<file path="src/rtl/bg_pixel_shifter_pkg.sv">
// Shared PPU pixel/register types, background FIFO and screen constants, BGP shade lookup.
// Pure types and functions: no latency, no flow control.
package bg_pixel_shifter_pkg;

    localparam int BG_FIFO_DEPTH = 16;
    localparam int SCREEN_W      = 160;

    typedef enum logic [1:0] {
        COLOR_0 = 2'd0,
        COLOR_1 = 2'd1,
        COLOR_2 = 2'd2,
        COLOR_3 = 2'd3
    } gb_color_t;

    typedef struct packed {
        gb_color_t  color;
        logic [2:0] palette;
        logic       bg_prio;
    } ppu_pixel_t;

    typedef struct packed {
        logic [7:0] scx;
        logic [7:0] bgp;
        logic [7:0] lcdc;
    } ppu_regs_t;

    // LCDC bit 0 clear blanks the background to the color-0 shade.
    function automatic logic [1:0] bgp_shade(input logic [7:0] bgp, input gb_color_t c,
                                             input logic bg_en);
        logic [1:0] s;
        s = bgp[1:0];
        if (bg_en) begin
            case (c)
                COLOR_1: s = bgp[3:2];
                COLOR_2: s = bgp[5:4];
                COLOR_3: s = bgp[7:6];
                default: s = bgp[1:0];
            endcase
        end
        return s;
    endfunction

endpackage

</file>
<file path="src/rtl/bg_pixel_shifter_fifo.sv">
// Generic synchronous FIFO, fall-through read data, flush empties it in one cycle.
// Push while full is accepted only alongside a pop; otherwise it is ignored here.
module bg_pixel_shifter_fifo #(
    parameter int WIDTH = 8,
    parameter int DEPTH = 16
) (
    input  logic                   clk,
    input  logic                   reset,
    input  logic                   push,
    input  logic [WIDTH-1:0]       push_dat,
    input  logic                   pop,
    input  logic                   flush,
    output logic [WIDTH-1:0]       pop_dat,
    output logic                   full,
    output logic                   empty,
    output logic [$clog2(DEPTH):0] count
);
    localparam int AW = $clog2(DEPTH);
    localparam int CW = AW + 1;

    logic [WIDTH-1:0] mem_q [DEPTH];
    logic [AW-1:0]    rd_ptr_q, wr_ptr_q;
    logic [CW-1:0]    count_q;
    logic             wr_en, rd_en;

    assign full    = (count_q == CW'(DEPTH));
    assign empty   = (count_q == '0);
    assign count   = count_q;
    assign pop_dat = mem_q[rd_ptr_q];
    assign rd_en   = pop & ~flush & ~empty;
    assign wr_en   = push & ~flush & (~full | rd_en);

    always_ff @(posedge clk) begin
        if (reset || flush) begin
            rd_ptr_q <= '0;
            wr_ptr_q <= '0;
            count_q  <= '0;
        end else begin
            if (wr_en) wr_ptr_q <= wr_ptr_q + AW'(1);
            if (rd_en) rd_ptr_q <= rd_ptr_q + AW'(1);
            case ({wr_en, rd_en})
                2'b10:   count_q <= count_q + CW'(1);
                2'b01:   count_q <= count_q - CW'(1);
                default: count_q <= count_q;
            endcase
        end
    end

    always_ff @(posedge clk) begin
        if (wr_en) mem_q[wr_ptr_q] <= push_dat;
    end

endmodule

</file>
<file path="src/rtl/bg_pixel_shifter.sv">
// Background pixel FIFO to LCD: drops SCX fine-scroll pixels, maps colors through BGP, one cycle pop-to-pixel.
// Pops only while dot_en and a line is active; pushes arriving full with no pop are dropped and flagged.
module bg_pixel_shifter
    import bg_pixel_shifter_pkg::*;
#(
    parameter int DEPTH    = BG_FIFO_DEPTH,
    parameter int SCREEN_W = bg_pixel_shifter_pkg::SCREEN_W
) (
    input  logic       clk,
    input  logic       reset,
    input  logic       dot_en,
    input  ppu_regs_t  regs,
    input  logic       line_start,
    input  logic       flush,
    input  logic       bg_push_en,
    input  ppu_pixel_t bg_push_px,
    output logic       bg_fifo_full,
    output logic       bg_fifo_empty,
    output logic       lcd_px_valid,
    output logic [7:0] lcd_x,
    output logic [1:0] lcd_shade,
    output logic       line_done,
    output logic       overflow_err
);
    localparam int         CW     = $clog2(DEPTH) + 1;
    localparam logic [7:0] LAST_X = 8'(SCREEN_W - 1);

    ppu_pixel_t    pop_px;
    logic [CW-1:0] fifo_count;
    logic          fifo_clr, do_pop, do_push, push_drop;

    logic       active_q, active_d;
    logic [2:0] discard_q, discard_d;
    logic [7:0] x_cnt_q, x_cnt_d;
    logic       valid_q, valid_d;
    logic [7:0] lcd_x_q, lcd_x_d;
    logic [1:0] shade_q, shade_d;
    logic       done_q, done_d;
    logic       ovf_q, ovf_d;

    logic unused_bits;
    assign unused_bits = ^{regs.scx[7:3], regs.lcdc[7:1], pop_px.palette, pop_px.bg_prio};

    // line_start clears the FIFO as well, so it shares the flush path.
    assign fifo_clr  = line_start | flush;
    assign do_pop    = dot_en & active_q & (fifo_count != '0) & ~fifo_clr;
    assign do_push   = bg_push_en & ~fifo_clr & (~bg_fifo_full | do_pop);
    assign push_drop = bg_push_en & ~fifo_clr & bg_fifo_full & ~do_pop;

    bg_pixel_shifter_fifo #(
        .WIDTH ($bits(ppu_pixel_t)),
        .DEPTH (DEPTH)
    ) u_pixel_fifo (
        .clk      (clk),
        .reset    (reset),
        .push     (do_push),
        .push_dat (bg_push_px),
        .pop      (do_pop),
        .flush    (fifo_clr),
        .pop_dat  (pop_px),
        .full     (bg_fifo_full),
        .empty    (bg_fifo_empty),
        .count    (fifo_count)
    );

    always_comb begin
        active_d  = active_q;
        discard_d = discard_q;
        x_cnt_d   = x_cnt_q;
        valid_d   = 1'b0;
        done_d    = 1'b0;
        lcd_x_d   = lcd_x_q;
        shade_d   = shade_q;
        ovf_d     = ovf_q | push_drop;
        if (line_start) begin
            active_d  = 1'b1;
            discard_d = regs.scx[2:0];
            x_cnt_d   = 8'd0;
            lcd_x_d   = 8'd0;
        end else if (do_pop) begin
            if (discard_q != 3'd0) begin
                discard_d = discard_q - 3'd1;
            end else begin
                valid_d = 1'b1;
                lcd_x_d = x_cnt_q;
                shade_d = bgp_shade(regs.bgp, pop_px.color, regs.lcdc[0]);
                x_cnt_d = x_cnt_q + 8'd1;
                if (x_cnt_q == LAST_X) begin
                    active_d = 1'b0;
                    done_d   = 1'b1;
                end
            end
        end
    end

    always_ff @(posedge clk) begin
        if (reset) begin
            active_q  <= 1'b0;
            discard_q <= 3'd0;
            x_cnt_q   <= 8'd0;
            valid_q   <= 1'b0;
            lcd_x_q   <= 8'd0;
            shade_q   <= 2'd0;
            done_q    <= 1'b0;
            ovf_q     <= 1'b0;
        end else begin
            active_q  <= active_d;
            discard_q <= discard_d;
            x_cnt_q   <= x_cnt_d;
            valid_q   <= valid_d;
            lcd_x_q   <= lcd_x_d;
            shade_q   <= shade_d;
            done_q    <= done_d;
            ovf_q     <= ovf_d;
        end
    end

    assign lcd_px_valid = valid_q;
    assign lcd_x        = lcd_x_q;
    assign lcd_shade    = shade_q;
    assign line_done    = done_q;
    assign overflow_err = ovf_q;

endmodule
</file>
<file path="config.mk">
export PLATFORM = sky130hd
export DESIGN_NAME = bg_pixel_shifter
export DESIGN_NICKNAME = d
export VERILOG_FILES = /design/src/rtl/bg_pixel_shifter_pkg.sv /design/src/rtl/bg_pixel_shifter_fifo.sv /design/src/rtl/bg_pixel_shifter.sv
export SDC_FILE = /design/constraint.sdc
export NUM_CORES = 1
export LEC_CHECK = 0
export CAP_MARGIN = 20
export CORE_UTILIZATION = 30
export DETAILED_ROUTE_END_ITERATION = 10
export GPL_TIMING_DRIVEN = 0
export PLACE_DENSITY = 0.58
export SETUP_SLACK_MARGIN = 0.2
export SLEW_MARGIN = 20
export SYNTH_ARGS = -nofsm -noshare
export SYNTH_HDL_FRONTEND = slang
export SYNTH_SLANG_ARGS = --single-unit
</file>
<file path="constraint.sdc">
create_clock -name clk -period 7.3 [get_ports clk]
set_input_delay 1.46 -clock clk [delete_from_list [all_inputs] [get_ports clk]]
set_output_delay 1.46 -clock clk [all_outputs]
set_load 0.03 [all_outputs]
</file>
=== Yosys cells after proc, flatten, opt, wreduce, memory -nomap -nowiden ===
Memory sizes are Yosys's and may differ from the RTL's. A register that Yosys moved wholly into a read port is not among the register bits.
Cells that the tools add are included.

* Register bits after elaboration: 38
* Memory bits (writable): 96
* Input port bits: 36
* Output and inout bits: 15
* Memories: 1

{| class="wikitable"
|+ Memory list
! memory !! words !! width !! read ports !! clocked after memory_dff !! write ports !! RTL line !! source
|-
| u_pixel_fifo.mem_q || 16 || 6 || 1 || 1 || 1 || bg_pixel_shifter_fifo.sv:21 || <nowiki>logic [WIDTH-1:0] mem_q [DEPTH];</nowiki>
|}

* Add/sub/neg operators: 6
* Equal/unequal tests: 8
* Mux-type cells: 16
* Bitwise gates (word level): 21
* Reductions and logical operators: 15

{| class="wikitable"
|+ Operator list
! cell !! count
|-
| 1-bit bitwise AND || 11
|-
| 5-bit one-hot mux with 2 select lines || 1
|-
| 3-bit two-way mux || 3
|-
| 4-bit by 1-bit adder with 4-bit output, second input constant || 2
|-
| 8-bit by 1-bit adder with 8-bit output, second input constant || 1
|-
| 8-bit == test, second input constant || 1
|-
| 1-bit two-way mux || 8
|-
| 4-bit two-way mux || 2
|-
| 2-bit nonzero test || 4
|-
| 2-bit == test, second input constant || 3
|-
| 1-bit NOT || 6
|-
| 2-bit one-hot mux with 3 select lines || 1
|-
| 3-bit AND reduction || 2
|-
| 5-bit by 1-bit adder with 5-bit output, second input constant || 1
|-
| 5-bit == test, second input constant || 1
|-
| 5-bit logical NOT || 1
|-
| 5-bit nonzero test || 1
|-
| 5-bit by 1-bit subtractor with 5-bit output, second input constant || 1
|-
| 2-bit by 1-bit == test with 1-bit output, second input constant || 2
|-
| 1-bit OR || 4
|-
| 2-bit AND reduction || 2
|-
| 4-bit OR reduction || 1
|-
| 3-bit nonzero test || 1
|-
| 3-bit OR reduction || 1
|-
| other kinds (5) || 5
|}

=== Depth between registers and ports, before layout ===
Gate-level depths: netlist of run 1.

* Depth in word-level cells: 9
* Mapped depth: 13
* Gate-level depth less buffers: 13

=== Cells and area by module ===
From an unflattened synthesis of run 1, not the netlist that was laid out.

* Cell total of the unflattened synthesis: 418
* Area, all modules: 5949.5 um2

{| class="wikitable"
|+ By module, submodules not included
! module !! times used !! cells each !! area an instance (um2)
|-
| bg_pixel_shifter_fifo || 1 || 284 || 4738.3
|-
| bg_pixel_shifter || 1 || 134 || 1211.2
|}

=== Worst setup path before layout of run 1 ===
Ideal clock, no wire load.

* Kind: in2reg
* From: input flush
* To: register u_pixel_fifo.count_q[4], in the netlist u_pixel_fifo.count[4]
* Setup time: 0.128 ns
* Data arrival time: 3.541 ns
* Path slack: 3.631 ns
* Stages: 11
* Path through: nand4bb_2 -> a21oi_2 -> ha_1 -> inv_1 -> fa_1 -> nor2b_1 -> o21ai_0 -> and3_1 -> nor3_1 -> xnor2_1 -> nor2_1

* Word-level cells in the longest chain between the ends: 9
* Elaborated cells on any way between the ends: 16
* Those cells by class: eq/ne: 2; mux: 1; bitwise: 11; reduce/logical: 2

{| class="wikitable"
|+ Ends and longest elaborated chain
! element !! RTL line !! source
|-
| from (decl) || bg_pixel_shifter.sv:14 || <nowiki>input logic flush,</nowiki>
|-
| 1-bit OR (*) || bg_pixel_shifter.sv:45 || <nowiki>assign fifo_clr = line_start | flush;</nowiki>
|-
| 1-bit NOT || n/a ||
|-
| 1-bit bitwise AND || bg_pixel_shifter.sv:46 || <nowiki>assign do_pop = dot_en & active_q & (fifo_count != '0) & ~fifo_clr;</nowiki>
|-
| 1-bit OR / 1-bit bitwise AND (equally long branches) || bg_pixel_shifter.sv:47, bg_pixel_shifter_fifo.sv:30 ||
|-
| 1-bit bitwise AND, on equally long branches || bg_pixel_shifter.sv:47, bg_pixel_shifter_fifo.sv:30 ||
|-
| 1-bit bitwise AND / 1-bit OR (equally long branches) || bg_pixel_shifter_fifo.sv:31 || <nowiki>assign wr_en = push & ~flush & (~full | rd_en);</nowiki>
|-
| 1-bit bitwise AND || bg_pixel_shifter_fifo.sv:31 ||
|-
| 2-bit by 1-bit == test with 1-bit output / 2-bit == test (equally long branches) || bg_pixel_shifter_fifo.sv:41 || <nowiki>case ({wr_en, rd_en})</nowiki>
|-
| 5-bit one-hot mux with 2 select lines / 2-bit nonzero test (equally long branches) || n/a ||
|-
| to (signal assigned) || bg_pixel_shifter_fifo.sv:42 || <nowiki>2'b10: count_q <= count_q + CW'(1);</nowiki>
|-
| to (signal assigned) || bg_pixel_shifter_fifo.sv:43 || <nowiki>2'b01: count_q <= count_q - CW'(1);</nowiki>
|-
| to (signal assigned) || bg_pixel_shifter_fifo.sv:44 || <nowiki>default: count_q <= count_q;</nowiki>
|-
| to (decl) || bg_pixel_shifter_fifo.sv:23 || <nowiki>logic [CW-1:0] count_q;</nowiki>
|}

Every way passes the cells marked *; elsewhere a longest branch is shown, timed or not.
A chain may end at the register's enable or synchronous reset.

=== Worst setup path in the final report of run 1 ===
* From: input line_start
* To: register u_pixel_fifo.count_q[4], in the netlist u_pixel_fifo.count[4]

* Word-level cells in the longest chain between the ends: 9
* Elaborated cells on any way between the ends: 16
* Those cells by class: eq/ne: 2; mux: 1; bitwise: 11; reduce/logical: 2

{| class="wikitable"
|+ Ends and longest elaborated chain
! element !! RTL line !! source
|-
| from (decl) || bg_pixel_shifter.sv:13 || <nowiki>input logic line_start,</nowiki>
|-
| 1-bit OR (*) || bg_pixel_shifter.sv:45 ||
|-
| 1-bit NOT || n/a ||
|-
| 1-bit bitwise AND || bg_pixel_shifter.sv:46 ||
|-
| 1-bit OR / 1-bit bitwise AND (equally long branches) || bg_pixel_shifter.sv:47, bg_pixel_shifter_fifo.sv:30 ||
|-
| 1-bit bitwise AND, on equally long branches || bg_pixel_shifter.sv:47, bg_pixel_shifter_fifo.sv:30 ||
|-
| 1-bit bitwise AND / 1-bit OR (equally long branches) || bg_pixel_shifter_fifo.sv:31 ||
|-
| 1-bit bitwise AND || bg_pixel_shifter_fifo.sv:31 ||
|-
| 2-bit by 1-bit == test with 1-bit output / 2-bit == test (equally long branches) || bg_pixel_shifter_fifo.sv:41 ||
|-
| 5-bit one-hot mux with 2 select lines / 2-bit nonzero test (equally long branches) || n/a ||
|}

Marked as above.

==> results.ini, run 1 <==
[synth]
post_synth_num_cell_types=43
synthesis.nets=340
synth_enable_flop_cells=32
synth_warn=0
synth-async-reset-ratio_pct=0
cells_after_synth=291
synth-main-ff-cell=dfxtp_1
synthesis.area_per_instance_sq_um=11.3
ys_seq_area_share_pct=54.9
syn-cell-area_sq_um=3280
synth-seq-cells=74

[final_layout]
final_net_count=384
antenna_cells=0
mostFrequentLayoutCells=dfxtp_1 (42), nor2_1 (39), clkdlybuf4s50_1 (33), edfxtp_1 (32), nand2_1 (31)
final-seq-area_sq_um=1800
final_layout_size_suffix_gt1_share_pct=7.94
final_common_cell=dfxtp_1
multi_input_area_sq_um=1360
n_fill_cell=1027
syn2layout_area_growth_pct=20.1

[setup_path]
crit_arrival_ns=4.42
kind_of_critical_path=in -> reg
worst_setup_path_startpoint=line_start
critical_path_endpoint_category=flop
crit_fanout=9
worst_setup_path_start_kind=input port
timing.reg2reg.setup_slack_ns=4.31
worstReg2RegStart=u_pixel_fifo.count[0]
crit_required_ns=7.52

[global_route]
grt_antenna_before_repair=0
grt_start_max_net_pins=17
wire_length_of_the_first_global_routing_pass_um=9790
grt_pass1_vias=2045
gr-total-overflow=0
globalRouteTotalUtil_pct=11.3

[cts]
maximum_buffer_depth_of_the_clock_tree=2
h-tree-depth=3
clockRootBuffer=clkbuf_8
cts_resized=0
cts.hold.buffers_added=0
latest_clock_arrival_within_the_worst_skew_pair_ns=0.35
sink_count_of_the_clock_tree=74
numCtsBuffers=9
post_cts_buffers=0
clk_pin_slew_worst_paths_ns=0.07
cts_tree=done

[placement]
detailed_place_hpwl_um=4220
placer_s_final_routability_congestion_estimate=0.748
dp_worst_setup_slack_ns=2.75
place.port_buffers=33

[floorplan]
fp.dieW_um=107
initial_cell_density_of_the_core_pct=31.4
fp.dieH_um=107
placementRows=37
fp.coreArea_sq_um=10500
design.die.area_sq_um=11400
io-pin-count=51

[sta]
final.period_utilization_pct=57.6
hold_viol_final=0
fmax_ghz=0.238
finClkSkew_ns=0.00790
setup_slack_ns=3.09
timing.final.crit_period_ns=4.21
timing.setup.tns_ns=0
slew_headroom_pct=63.9
worst-slew-pin-transition_ns=0.542
final_setup_fails=0
rsz0062_at_grt=false
final_max_slew_viol_count=0

[route]
vias=2168
detailed_route_wire_length_um=5860
drt_first_pass_iters=4
drt.antenna.violating_nets=0
drcViolationCount=0
via_per_inst=4.55
drtIter0Drc=71
wl_per_cell_um=12.3

[flow_run]
drv.max_cap_violation_count=0

[run_status]
status=finished, final reports clean

[power]
ir_worst_vdd_uv=81.9
leakage_nw=1.29
power.density_cell_area_nw_per_um2=186

[min_path]
min_from=lcd_x[0]
hold_path_class=reg -> reg

cell families (layout without fill, tap and decap cells):
family | Yosys count | in the layout | share of synthesized area (%)
AO/OA/AOI/OAI | 36 | 36 | 6.59
multiplexers | 20 | 20 | 10.1
XOR/XNOR | 16 | 16 | 4.27
buffers and inverters | 27 | 76 | 3.89
adder cells (fa/ha/maj) | 13 | 13 | 5.18
AND/OR/NAND/NOR | 105 | 105 | 15.1
flip-flops | 74 | 74 | 54.9
cells in the mapped netlist, types with 3 or more instances:
library cell  count  area (sq um)
ha_1             12           150
xor2_1            8          70.1
nor3_1            9          45.0
o21ai_1           5          25.0
mux2i_1          10           100
buf_2             3          15.0
nand2_1          31           116
dfxtp_1          42           841
mux4_1            8           210
inv_1            13          48.8
nand3_1           4          20.0
nor2_1           39           146
a21oi_1          19          95.1
edfxtp_1         32           961
nand2b_1          3          18.8
nand4_1           3          18.8
clkbuf_1          6          22.5
xnor2_1           8          70.1
or3_1             4          25.0
final timing paths:
path,cells after the start,to
worst max register to register,13,u_pixel_fifo.count[4]
worst max-delay path,12,u_pixel_fifo.count[4]
worst min register to register,2,lcd_x[0]
worst min-delay path,2,lcd_x[0]
critical path, stage by stage:
cell and delay, ns:
clkdlybuf4s50_1 0.52, nand4bb_2 0.39, a21oi_2 0.42, ha_1 0.32, inv_1 0.10, fa_1 0.38, nor2b_1 0.15, o21ai_0 0.12
and3_1 0.19, nor3_1 0.17, xnor2_1 0.15, nor2_1 0.05
flip-flops by register name, summed over array words and instances (netlist names), 2 cells and up, named ones only:
name,cells
x_cnt_q,8
discard_q,3
u_pixel_fifo.count,5
u_pixel_fifo.wr_ptr_q,4
u_pixel_fifo.mem_q,32
u_pixel_fifo.rd_ptr_q,4
lcd_shade,2
lcd_x,8
final cells by class:
cell class                      instances  area share [%]
Multi-Input combinational cell        190            34.3
Inverter                               13            1.24
Clock inverter                          3           0.444
Buffer                                 14            2.00
Tap cell                              136            4.31
Timing Repair Buffer                   33            8.37
Sequential cell                        74            45.7
Clock buffer                           13            3.62
layer usage:
layer | up-vias | GRT usage [%] | share of wire (%) | wire (um)
li1 | 1113 | - | - | -
met1 | 1005 | 13.3 | 47 | 2750
met2 | 40 | 18.3 | 47 | 2760
met3 | 10 | 3.47 | 3.8 | 224
met4 | 0 | 6.16 | 2.2 | 126
met5 | - | 0 | 0 | 0
stage by stage:
stage	total power, mW	area (sq um)	instances	hold slack (ns)	utilization, %
after detailed placement	0.473	3780	460	0.447	36.2
after floorplan	0.457	3280	291	0.458	-
after global routing	0.764	3950	476	0.486	37.7
after global placement	0.473	3780	460	0.442	36.2
after CTS	0.742	3950	476	0.457	37.7
final	0.732	3950	476	0.454	37.7
report_power, final:
part | leakage, nW | internal, mW | switching [mW]
sequential | 0.627 | 0.433 | 0.00105
clock | 0.0808 | 0.126 | 0.142
combinational | 0.580 | 0.0148 | 0.0153
total | 1.29 | 0.574 | 0.158
No activity file was read; power rests on OpenSTA's default activity.
==> inputs of run 2 (changes only) <==
--- a/config.mk
+++ b/config.mk
@@ -9,7 +9,7 @@
 export CORE_UTILIZATION = 30
 export DETAILED_ROUTE_END_ITERATION = 10
 export GPL_TIMING_DRIVEN = 0
-export PLACE_DENSITY = 0.58
+export PLACE_DENSITY = 0.59
 export SETUP_SLACK_MARGIN = 0.2
 export SLEW_MARGIN = 20
 export SYNTH_ARGS = -nofsm -noshare
==> constraint.sdc (replaced) <==
create_clock -name clk -period 3.8 [get_ports clk]
set_input_delay 0.76 -clock clk [delete_from_list [all_inputs] [get_ports clk]]
set_output_delay 0.76 -clock clk [all_outputs]
set_load 0.03 [all_outputs]
==> run 2 against run 1 <==
Net effect:
- core utilization increased by 0.56 points
- worst hold slack hardly changed
- non-clock buffer count is 2 higher
- clock power up 110%
- routed wire length up 3.4%
==> results.ini, run 2 (synthesis results as in run 1) <==
[run_status]
status=finished, final reports clean

[sta]
fmax_ghz=0.298
worst-slew-pin-transition_ns=0.789  ; +0.247 ns
slew_headroom_pct=46.9  ; -17 points
hold_viol_final=0  ; unchanged
fin_hold_ws_ns=0.454  ; -0.000181 ns
timing.final.crit_period_ns=3.36
final.period_utilization_pct=88.4
rsz0062_at_grt=false
final_max_slew_viol_count=0  ; unchanged
final_setup_fails=0  ; unchanged
finClkSkew_ns=0.0122  ; +0.00432 ns
setup_slack_ns=0.442  ; -2.65 ns

[power]
p_comb_share_pct=4.0  ; about the same
power.density_cell_area_nw_per_um2=366  ; +97%
share_seq_of_total_power_pct=56.8  ; -2.5 points
p_int_mw=1.15  ; +100%
pwr_total_mw=1.47  ; +100%
p_sw_share_pct=21.4  ; -0.20 points
clock_power_share_pct=39.2  ; +2.6 points
ir_worst_vdd_uv=164  ; +100%
leakage_nw=1.32  ; +2.6%
p_sw_mw=0.314  ; +99%

[final_layout]
largest_register_ff_count=32  ; unchanged
mostFrequentLayoutCells=dfxtp_1 (42), nor2_1 (39), clkdlybuf4s50_1 (33), edfxtp_1 (32), nand2_1 (31)
n_fill_cell=1049  ; +2.1%
final_common_cell=dfxtp_1
top_register=u_pixel_fifo.mem_q
syn2layout_area_growth_pct=21.9
final_layout_size_suffix_gt1_share_pct=9.06  ; +1.1 points
layout.cells.non_filler=478  ; +0.42%
design_area_sq_um=4000  ; +1.5%
antenna_cells=0  ; unchanged
final_net_count=386  ; +0.52%

[route]
wl_per_cell_um=12.7  ; +3.0%
drt_first_pass_iters=4  ; unchanged
detailed_route_wire_length_um=6060  ; +3.4%
vias=2196  ; +1.3%
drcViolationCount=0  ; unchanged
drtIter0Drc=91  ; +28%
via_per_inst=4.59  ; +0.87%
drt.antenna.violating_nets=0  ; unchanged

[setup_path]
timing.critical_path.mode_cell=ha_1
crit_buf_inv=2  ; unchanged
critical_path.top_delay_family=simple AND/OR/NAND/NOR gates
critical_path.cell_chain=clkdlybuf4s50_1 > nand4bb_2 > a21oi_4 > inv_1 > ha_1 > ha_1 > nor2b_1 > o21ai_0 > a21oi_1 > nor3_1 > xnor2_1 > nor2_1
kind_of_critical_path=in -> reg
slowest_delay_ns=0.52  ; about the same
cp_slowest_cell=clkdlybuf4s50_1
crit_fanout=8  ; -1
critical_path_endpoint_category=flop
worst_setup_path_start_kind=input port
crit_arrival_ns=3.58  ; -0.84 ns
crit_required_ns=4.02  ; -3.50 ns

[cts]
numCtsBuffers=9  ; unchanged
cts_tree=done
maximum_buffer_depth_of_the_clock_tree=2  ; unchanged
clk_pin_slew_worst_paths_ns=0.08  ; about the same
h-tree-depth=3  ; unchanged
cts.hold.buffers_added=0  ; unchanged
sink_count_of_the_clock_tree=74  ; unchanged
clockRootBuffer=clkbuf_8
latest_clock_arrival_within_the_worst_skew_pair_ns=0.34  ; about the same

[placement]
dp_worst_setup_slack_ns=-0.0665  ; -2.82 ns
detailed_place_hpwl_um=4330  ; +2.6%
detailed_place.area_sq_um=3780  ; unchanged
numPlacedInstances=460  ; unchanged
placer_s_final_routability_congestion_estimate=0.753  ; +0.60%
place.port_buffers=33  ; unchanged

[floorplan]
design.die.area_sq_um=11400  ; unchanged
placementRows=37  ; unchanged
fp.coreArea_sq_um=10500  ; unchanged
fp.dieH_um=107  ; unchanged
io-pin-count=51  ; unchanged
fp.dieW_um=107  ; unchanged
initial_cell_density_of_the_core_pct=31.4  ; unchanged

[global_route]
wire_length_of_the_first_global_routing_pass_um=9840  ; +0.49%
gr-total-overflow=0  ; unchanged
grt_antenna_before_repair=0  ; unchanged
globalRouteTotalUtil_pct=11.2  ; -0.077 points
grt_pass1_vias=2110  ; +3.2%
grt_start_max_net_pins=17  ; unchanged

[flow_run]
drv.max_cap_violation_count=0  ; unchanged

[min_path]
hold_path_class=reg -> reg

## run 2: changes by cell type in the layout (fill, tap and decap cells not counted), moves of 2 or more
cell	previous run	this run
a21oi_4	0	2
buf_4	2	4
clkbuf_1	9	7
a21oi_2	2	0
inv_4	0	2
## run 2: cell type report
type	count	area, sq um	share of cell area, %
clock buffers	12	166	4.16
inverters	13	48.8	1.22
clock inverters	4	22.5	0.563
well taps	136	170	4.25
plain buffers	14	78.8	1.97
multi-input cells	190	1370	34.2
flip-flops and latches	74	1800	45.0
repair buffers	35	345	8.62
## run 2: layer usage
metal  vias up  routed length [um]  global-route usage [%]
met5         -                   0                       0
met4         0                 123                    6.16
met3         9                 173                    2.25
met2        33                2880                    18.5
met1      1042                2880                    13.7
li1       1112                   -                       -
## run 2: power by group through the flow
stage | Sequential (mW) | Combinational, mW | Clock [mW]
6_report | 0.833 | 0.0590 | 0.575
3_3_place_gp | 0.852 | 0.0577 | 0
3_5_place_dp | 0.852 | 0.0587 | 0
5_1_grt | 0.834 | 0.0646 | 0.624
4_1_cts | 0.833 | 0.0594 | 0.593
2_1_floorplan | 0.851 | 0.0266 | 0
## run 2: path summary, 6_finish.rpt
kind / to / slack (ns) / start / cells past startpoint
setup / recovery: u_pixel_fifo.count[4] / 0.44 / line_start / 12
hold / removal: lcd_shade[1] / 0.45 / lcd_shade[1] / 2
setup reg to reg: u_pixel_fifo.count[4] / 0.56 / u_pixel_fifo.count[0] / 13
hold reg to reg: lcd_shade[1] / 0.45 / lcd_shade[1] / 2
## run 2: worst reg2reg max path, stage by stage (launching register included)
cell     delay, ns
dfxtp_1       0.35
nor4_1        0.71
and2_1        0.33
a21oi_4       0.13
inv_1         0.08
ha_1          0.22
inv_1         0.10
fa_1          0.39
nor2b_1       0.15
o21ai_0       0.12
and3_1        0.19
nor3_1        0.17
xnor2_1       0.15
nor2_1        0.05
## run 2: stage by stage
stage	setup TNS (ns)	util [%]
2_1_floorplan	0	-
3_3_place_gp	-0.0338	36.2
3_5_place_dp	-0.0665	36.2
4_1_cts	0	38.0
5_1_grt	0	38.3
6_report	0	38.3
## run 2: timing repair
action,4_1_cts,5_1_grt
gates resized for setup,0,2
endpoints found under the hold margin,0,0
setup buffers,0,2
endpoints found under the setup margin,0,1
